## config.mk

```make
export PLATFORM = sky130hd
export DESIGN_NAME = varint_field_writer
export DESIGN_NICKNAME = d
export VERILOG_FILES = /design/src/rtl/varint_field_writer.sv
export SDC_FILE = /design/constraint.sdc
export NUM_CORES = 2
export LEC_CHECK = 0
export ABC_AREA = 1
export CAP_MARGIN = 10
export CELL_PAD_IN_SITES_DETAIL_PLACEMENT = 1
export CELL_PAD_IN_SITES_GLOBAL_PLACEMENT = 1
export CORE_MARGIN = 1.5
export CORE_UTILIZATION = 45
export DETAILED_ROUTE_END_ITERATION = 10
export DONT_BUFFER_PORTS = 1
export PLACE_DENSITY_LB_ADDON = 0.05
export SYNTH_ARGS = -nofsm -noshare
export SYNTH_HDL_FRONTEND = slang
export SYNTH_SLANG_ARGS = --single-unit
```

## constraint.sdc

```tcl
create_clock -name clk -period 5.1 [get_ports clk]
set_input_delay 1.275 -clock clk [delete_from_list [all_inputs] [get_ports clk]]
set_output_delay 1.275 -clock clk [all_outputs]
set_load 0.02 [all_outputs]
```

## src/rtl/varint_field_writer.sv

```systemverilog
`default_nettype none
// ============================================================================
// Module      : varint_field_writer
// Description : Serialises one protobuf varint field into DRAM through a
//               LANES-wide byte-lane write port. The field is encoded once at
//               accept into a 15-byte buffer, then streamed as one or more
//               beats, each held until dram_ack.
//               Optional feature macro: VARINT_TAG_EN. When it is defined,
//               the key varint (field_num<<3 | 0) is emitted ahead of the value.
// Revision    : 1.0 - initial release
// ============================================================================
module varint_field_writer #(
    parameter int LANES  = 8,
    parameter int ADDR_W = 64
) (
    input  logic                      clk,
    input  logic                      reset_n,
    input  logic                      start,
    input  logic [ADDR_W-1:0]         dst_addr,
    input  logic [63:0]               value,
    input  logic [4:0]                field_type,
    input  logic [28:0]               field_num,
    output logic                      busy,
    output logic [LANES-1:0]          dram_en,
    output logic [LANES*ADDR_W-1:0]   dram_addr,
    output logic [LANES*8-1:0]        dram_data,
    output logic                      dram_rdwr,
    input  logic                      dram_ack,
    output logic                      done,
    output logic [3:0]                bytes_written
);

    // Buffer is 16 bytes wide so that one beat of up to 16 lanes can always be
    // sliced from it; only 15 bytes are ever populated.
    localparam int BUF_W = 128;

    typedef enum logic [0:0] {
        IDLE = 1'b0,
        BEAT = 1'b1
    } state_t;

    state_t                    state_q;
    logic [BUF_W-1:0]          buf_q;
    logic [3:0]                n_q;
    logic [ADDR_W-1:0]         base_q;
    logic [3:0]                beat_q;
    logic                      busy_q;
    logic                      done_q;
    logic [3:0]                bw_q;
    logic [LANES-1:0]          en_q;
    logic [LANES*ADDR_W-1:0]   addr_q;
    logic [LANES*8-1:0]        data_q;

    // Encoder signals
    logic [63:0]               enc_val;
    logic [69:0]               val_ext;
    logic [3:0]                val_len;
    logic [79:0]               val_bytes;
    logic [2:0]                tag_len;
    logic [39:0]               tag_bytes;
    logic [BUF_W-1:0]          enc_buf;
    logic [3:0]                enc_n;

    // Beat generation signals
    logic [BUF_W-1:0]          sel_buf;
    logic [ADDR_W-1:0]         sel_base;
    logic [3:0]                sel_n;
    logic [3:0]                sel_beat;
    logic [8:0]                first_j;
    logic [8:0]                lane_j;
    logic [BUF_W-1:0]          beat_bytes;
    logic                      last_beat;
    logic [LANES-1:0]          lane_en_d;
    logic [LANES*ADDR_W-1:0]   lane_addr_d;
    logic [LANES*8-1:0]        lane_data_d;

    // Map the raw value to the 64-bit quantity that is varint-encoded.
    always_comb begin
        case (field_type)
            5'd5:    enc_val = {{32{value[31]}}, value[31:0]};
            5'd17:   enc_val = {32'd0, {value[30:0], 1'b0} ^ {32{value[31]}}};
            5'd18:   enc_val = {value[62:0], 1'b0} ^ {64{value[63]}};
            default: enc_val = value;
        endcase
    end

    assign val_ext = {6'd0, enc_val};

    // Value length is one more than the highest non-empty 7-bit group (min 1),
    // and every byte but the last carries the continuation bit.
    always_comb begin
        val_len = 4'd1;
        for (int b = 1; b < 10; b++) begin
            if (val_ext[7*b +: 7] != 7'd0) begin
                val_len = 4'(b + 1);
            end
        end
        val_bytes = '0;
        for (int b = 0; b < 10; b++) begin
            val_bytes[8*b +: 8] = {(4'(b) < (val_len - 4'd1)), val_ext[7*b +: 7]};
        end
    end

`ifdef VARINT_TAG_EN
    logic [34:0] key_ext;

    assign key_ext = {3'd0, field_num, 3'b000};

    // Key varint (wire type 0) encoded the same way as the value, 1..5 bytes.
    always_comb begin
        tag_len = 3'd1;
        for (int b = 1; b < 5; b++) begin
            if (key_ext[7*b +: 7] != 7'd0) begin
                tag_len = 3'(b + 1);
            end
        end
        tag_bytes = '0;
        for (int b = 0; b < 5; b++) begin
            tag_bytes[8*b +: 8] = {(3'(b) < (tag_len - 3'd1)), key_ext[7*b +: 7]};
        end
    end
`else
    logic unused_field_num;

    assign unused_field_num = ^field_num;
    assign tag_len          = 3'd0;
    assign tag_bytes        = 40'd0;
`endif

    // Value bytes are placed directly after the tag bytes.
    assign enc_buf = {88'd0, tag_bytes} | ({48'd0, val_bytes} << {tag_len, 3'b000});
    assign enc_n   = {1'b0, tag_len} + val_len;

    // Choose the beat being prepared: beat 0 of a fresh request while idle,
    // otherwise the beat that follows the one currently presented.
    always_comb begin
        if (state_q == IDLE) begin
            sel_buf  = enc_buf;
            sel_base = dst_addr;
            sel_n    = enc_n;
            sel_beat = 4'd0;
        end else begin
            sel_buf  = buf_q;
            sel_base = base_q;
            sel_n    = n_q;
            sel_beat = beat_q + 4'd1;
        end
    end

    assign first_j    = 9'(sel_beat) * 9'(LANES);
    assign beat_bytes = sel_buf >> {first_j, 3'b000};
    assign last_beat  = (first_j >= {5'd0, n_q});

    // Per-lane enable, wrapping address and gated data for the selected beat.
    always_comb begin
        lane_en_d   = '0;
        lane_addr_d = '0;
        lane_data_d = '0;
        lane_j      = '0;
        for (int i = 0; i < LANES; i++) begin
            lane_j                        = first_j + 9'(i);
            lane_en_d[i]                  = (lane_j < {5'd0, sel_n});
            lane_addr_d[i*ADDR_W +: ADDR_W] = sel_base + ADDR_W'(lane_j);
            lane_data_d[i*8 +: 8]         = lane_en_d[i] ? beat_bytes[i*8 +: 8] : 8'd0;
        end
    end

    // Control FSM with registered DRAM-side outputs.
    always_ff @(posedge clk or negedge reset_n) begin
        if (!reset_n) begin
            state_q <= IDLE;
            buf_q   <= '0;
            n_q     <= 4'd0;
            base_q  <= '0;
            beat_q  <= 4'd0;
            busy_q  <= 1'b0;
            done_q  <= 1'b0;
            bw_q    <= 4'd0;
            en_q    <= '0;
            addr_q  <= '0;
            data_q  <= '0;
        end else begin
            case (state_q)
                IDLE: begin
                    done_q <= 1'b0;
                    if (start) begin
                        buf_q   <= enc_buf;
                        n_q     <= enc_n;
                        base_q  <= dst_addr;
                        beat_q  <= 4'd0;
                        busy_q  <= 1'b1;
                        en_q    <= lane_en_d;
                        addr_q  <= lane_addr_d;
                        data_q  <= lane_data_d;
                        state_q <= BEAT;
                    end
                end
                BEAT: begin
                    if (dram_ack) begin
                        if (last_beat) begin
                            en_q    <= '0;
                            addr_q  <= '0;
                            data_q  <= '0;
                            busy_q  <= 1'b0;
                            done_q  <= 1'b1;
                            bw_q    <= n_q;
                            state_q <= IDLE;
                        end else begin
                            beat_q <= beat_q + 4'd1;
                            en_q   <= lane_en_d;
                            addr_q <= lane_addr_d;
                            data_q <= lane_data_d;
                        end
                    end
                end
                default: state_q <= IDLE;
            endcase
        end
    end

    assign busy          = busy_q;
    assign dram_rdwr     = busy_q;
    assign dram_en       = en_q;
    assign dram_addr     = addr_q;
    assign dram_data     = data_q;
    assign done          = done_q;
    assign bytes_written = bw_q;

endmodule
`default_nettype wire

```

**Word-level counts from Yosys, hierarchy flattened**

Cells that the tools add are included.
W data, S select, Z words.

- Output and inout bits: 591
- Bits of input ports: 166
- Bits in registers: 737
- Word-level logic and storage cells: 121

- Reduce and logical (&&, ||, !) cells: 14
- Multiplexer cells: 49
- $lt $le $gt $ge: 19
- Shifts and indexed selects: 1
- Equality and inequality tests: 7
- Bitwise gates (word level): 3
- Add/sub/neg operators: 17

Operator list:

| cell | count |
|---|---|
| $mux W512 | 3 |
| $pmux W512 S2 | 1 |
| $add A64 B8 Y64 | 7 |
| $mux W64 | 4 |
| $pmux W64 S3 | 1 |
| $pmux W64 S2 | 1 |
| $shr A128 B10 Y64 | 1 |
| $mux W8 | 11 |
| $mux W80 | 1 |
| $add A64 B7 Y64 | 1 |
| $xor A64 B64 Y64 | 1 |
| $lt A8 B4 Y1 | 7 |
| $reduce_bool A7 Y1 | 8 |
| $mux W4 | 13 |
| $add A7 B3 Y8 const B | 4 |
| $xor A32 B32 Y32 | 1 |
| $add A7 B2 Y8 const B | 2 |
| $lt A3 B4 Y1 const A | 4 |
| $pmux W8 S2 | 1 |
| $eq A5 B5 Y1 const B | 2 |
| $reduce_and A3 Y1 | 3 |
| $add A7 B1 Y8 const B | 1 |
| $lt A1 B4 Y1 const A | 2 |
| $lt A2 B4 Y1 const A | 2 |
| 14 further kinds | 28 |

**Depth between registers and ports, before layout**

- Word-level depth: 20
- Mapped depth: 29

**Worst setup path before layout**

No wires, ideal clock.

- Path type: reg-to-reg
- Start point: reg state_q
- End point: reg addr_q[249], in the netlist dram_addr[249]
- Arrival: 4.211 ns
- Period minus slack after synthesis: 4.334 ns
- Cell stages (with the launch flop): 27
- Library setup time: 0.123 ns
- Slack: 0.766 ns
- Path buffers: 7
- Path through: dfrtp_1 -> buf_6 -> buf_6 -> buf_6 -> buf_8 -> buf_2 -> buf_1 -> clkbuf_1 -> nand2_1 -> o21ai_0 -> ha_1 -> inv_1 -> fa_1 -> nand2_1 -> inv_1 -> o21ai_1 -> inv_1 -> nor2_2 -> inv_1 -> nand2_1 -> inv_1 -> nor2_2 -> inv_1 -> nor2_1 -> nand2_1 -> o21ai_0 -> nand2_1

- Longest elaborated chain between the ends: 6
- Elaborated cells on any way between the ends: 13
- Those cells by class: add/sub: 2; order compare: 1; eq/ne: 2; mux: 6; bitwise: 1; reduce/logical: 1

RTL lines:

| element | line | text |
|---|---|---|
| start, declared | 42 | `state_t state_q;` |
| start signal, assigned | 171 | `state_q <= IDLE;` |
| start signal, assigned | 195 | `state_q <= BEAT;` |
| start signal, assigned | 207 | `state_q <= IDLE;` |
| $mux W4 | 137 | `if (state_q == IDLE) begin` |
| $add A7 B2 Y8 | 161 | `lane_j = first_j + 9'(i);` |
| $add A64 B8 Y64 | 163 | `lane_addr_d[i*ADDR_W +: ADDR_W] = sel_base + ADDR_W'(lane_j);` |
| $mux W512 | 200 | `if (last_beat) begin` |
| $mux W512 | 199 | `if (dram_ack) begin` |
| $pmux W512 S2 | 183 | `case (state_q)` |
| end signal, assigned | 193 | `addr_q <= lane_addr_d;` |
| end signal, assigned | 211 | `addr_q <= lane_addr_d;` |
| end, declared | 51 | `logic [LANES*ADDR_W-1:0] addr_q;` |

Several ways; a longest one is shown, not always the timed one. The select of a mux whose other input is x is not followed.
A chain may end at the register's enable or synchronous reset.

**Final worst setup path**

- Start point: reg state_q
- End point: reg addr_q[333], in the netlist dram_addr[333]

- Longest elaborated chain between the ends: 6
- Elaborated cells on any way between the ends: 13
- Those cells by class: add/sub: 2; order compare: 1; eq/ne: 2; mux: 6; bitwise: 1; reduce/logical: 1

RTL lines:

| element | line | text |
|---|---|---|
| $mux W4 (*) | 137 |  |
| via first_j[3] | 69 | `logic [8:0] first_j;` |
| $add A7 B3 Y8 | 161 |  |
| $add A64 B8 Y64 | 163 |  |
| $mux W512 | 200 |  |
| $mux W512 | 199 |  |
| $pmux W512 S2 (*) | 183 |  |

Mark *: on every way through the listed nets, which the timed path passes. The rest lies on a longest branch. The select of a mux whose other input is x is not followed.

==> impl_metrics.ini <==
[detailed_routing]
first_pass_iters = 5
drt_iter0_drc = 3085
drcViolationCount = 0
viasPerCell = 5.738
totalWireLength_um = 179300
avgRoutedWirePerCell_um = 29.42
antenna_left = 0
route.vias.total = 34967

[clocking]
cts_made_buffers = 85
postCtsSetupBuffers = 0
cts_tree = built
cts_sinks = 727
hold_buffers = 0
root_buffer = clkbuf_16
h-tree-depth = 3
clkLatencyLatePin_ps = 670
path_clk_slew_ps = 60
clk_path_buf_depth = 3
cts_resized = 0

[floorplan]
start_util = 0.4533
die_area_um2 = 88900
io_pins = 757
die_y_um = 298.2
core_area_um2 = 86480
die_x_um = 298.2
rows = 108

[power_and_ir_drop]
total_leakage_power_nw = 20.13
p_per_area_nw_per_um2 = 740.5
worst_ir_drop_vdd_v = 0.0007881

[global_routing]
grt_pass1_wl_um = 256400
grt_start_max_net_pins = 728
grt_pass1_vias = 35777
gr-usage-all-layers = 0.3963
antenna_found_initial = 4
globalRoute.totalOverflow = 0

[setup_path]
crit_type = reg2reg
crit_chain = inv_4 > nor2_1 > buf_4 > ha_1 > nand4_1 > nor3b_1 > inv_1 > nand2_1 > nand2_4 > buf_12 > buf_4 > o21ai_0
end_kind = flip-flop
cp-start-kind = flip-flop
crit_required_ps = 5590
crit_top_cell = buf_4
slowest_delay_ps = 820
cpMaxStageDelayCell = buf_4
cp.arrival_ps = 5070
critPathMaxFanout = 240

[placement]
pre_cts_ws_ps = 269.2
hpwlAfterDp_um = 135200
dpl-instance-area_um2 = 40960
portBuffers = 0
place_congestion = 0.9737

[logic_synthesis]
yosys_most_used_dff = dfrtp_1
synthXorXnorAreaFrac = 0.1061
syn_area_per_cell_um2 = 8.078
yosys.area_share.adder = 0.007085
synth_mux_area_frac = 0.002489
synth.most_common_cell = nand2_1
synth_compound_area_frac = 0.1300
synth_nets = 5040
ys_warn_count = 0
synth_top_family_by_area = simple AND/OR/NAND/NOR gates
syn_inst = 4853
synth_commonest_cells = nand2_1 (1363), dfrtp_1 (727), o21ai_0 (547)
yosysSeqAreaShare = 0.4640
synth_edf_count = 0
async_flop_share = 1.000
synth_largest_area_cell = dfrtp_1
synthSimpleGateAreaFrac = 0.2265
synth_area_leaders = dfrtp_1 (46%), nand2_1 (13%), xor2_1 (10%)
synth_cell_type_count = 64
syn_area_um2 = 39200
synth.ff_latch_count = 727
synth_top_area_share = 0.4640

[final_layout]
design_area_um2 = 43880
drive_gt1_frac = 0.1114
fillers = 10437
area_growth_pct = 11.92
fin_nets = 5057

[sta]
fmax_mhz = 218.5
worst-slew-pin-transition_ps = 1897
min_period_over_period = 0.8974
setup_viol = 0
fin_crit_ps = 4577
finalWorstSetupSlack_ps = 523.3
rsz0062_at_grt = false
skew_ps = 27.08
fin_tns_setup_ps = 0
slew_violations = 225
slew_headroom = -0.2650
finalHoldViolCount = 0

[hold_path]
worstHoldPathType = in2async

[flow_run]
maxCapViolCount = 0

[run_status]
outcome = finished, violations left
violations = max-slew violations
## routing by layer
metal,up-vias,GRT usage,share of wire
met5,-,0,0.00013
met4,4,0.2056,0.059
met3,388,0.1332,0.098
met2,1362,0.6500,0.47
met1,17562,0.4597,0.37
li1,15651,-,-
## through the flow
| stage | total power, mW | instances | hold WS [ps] | util |
|---|---|---|---|---|
| finish | 32.49 | 6094 | 308.9 | 0.5074 |
| global route | 33.94 | 6093 | 290.8 | 0.5073 |
| CTS | 32.33 | 6093 | 295.9 | 0.5073 |
| detailed placement | 25.79 | 5938 | 457.3 | 0.4736 |
| global placement | 25.46 | 5938 | 453.1 | 0.4736 |
| floorplan | 19.90 | 4853 | 441.2 | - |
## registers in the layout, summed over array words and instances, names as in the netlist
name	cells
state_q	1
busy	1
dram_en	8
beat_q	4
n_q	4
buf_q	74
dram_data	64
done	1
base_q	64
bytes_written	4
dram_addr	502
## critical path, delay by kind of cell, from the launching register on
kind / cells / cell delay, ps
buf+inv: 5 / 2210
simple gates: 5 / 650
flops: 1 / 610
fa+ha+maj: 1 / 290
compound gates: 1 / 270
## report_power, final
group / internal (mW) / switching, mW / leakage [nW]
registers: 8.13 / 4.64 / 9.37
logic: 3.95 / 9.31 / 9.34
clock network: 3.80 / 2.66 / 1.42
total: 15.9 / 16.6 / 20.1
## logic make-up (layout without fill, tap and decap cells)
kind of cell	count (synthesis)	in the layout
AOI/OAI and AO/OA	927	927
xor gates and xnor gates	475	475
adders and majority gates	21	21
buffers and inverters	604	689
DFF	727	727
muxes	7	7
other	0	1
and+or+nand+nor	2092	2092
## layout make-up
type	count	area (um^2)	share of cell area
Clock inverter	28	431.7	0.009838
Multi-Input combinational cell	3522	18560	0.4229
Tap cell	1155	1445	0.03294
Sequential cell	727	18200	0.4147
Antenna cell	1	2.502	0.00005703
Clock buffer	127	2486	0.05666
Timing Repair Buffer	183	1436	0.03274
Inverter	351	1324	0.03017
## path summary, 6_finish.rpt
path	startpoint	endpoint	slack (ps)	cells after the start
max	state_q$_DFF_PN0_	dram_addr[333]$_DFFE_PN0P_	520	12
min	reset_n	dram_addr[2]$_DFFE_PN0P_	310	0
max reg2reg	state_q$_DFF_PN0_	dram_addr[333]$_DFFE_PN0P_	520	12
min reg2reg	base_q[22]$_DFFE_PN0P_	base_q[22]$_DFFE_PN0P_	470	2
max in group asynchronous	reset_n	state_q$_DFF_PN0_	3110	0
min in group clk	base_q[22]$_DFFE_PN0P_	base_q[22]$_DFFE_PN0P_	470	2
## cells in the final DEF (no fill, tap or decap), types with 7 or more instances in the layout
cell       instances
a21oi_1           72
a22o_1            31
a31oi_1           11
a32o_1            32
buf_4            178
bufinv_16          8
clkbuf_1          23
clkbuf_16         86
clkbuf_8          18
clkinv_1           9
clkinv_2          10
dfrtp_1          726
ha_1              19
inv_1            262
inv_2             77
nand2_1         1361
nand3_1          138
nand3_2            8
nand4_1           35
nor2_1           374
nor2_2            26
nor2_4            10
nor3_1            26
nor3_2            10
nor4_1            17
nor4_4             7
o211ai_1           7
o21ai_0          543
o21ai_1          188
o21ai_2           14
or2_2             46
xnor2_1           19
xor2_1           456
Note: power is estimated with default switching activity, not from simulation.
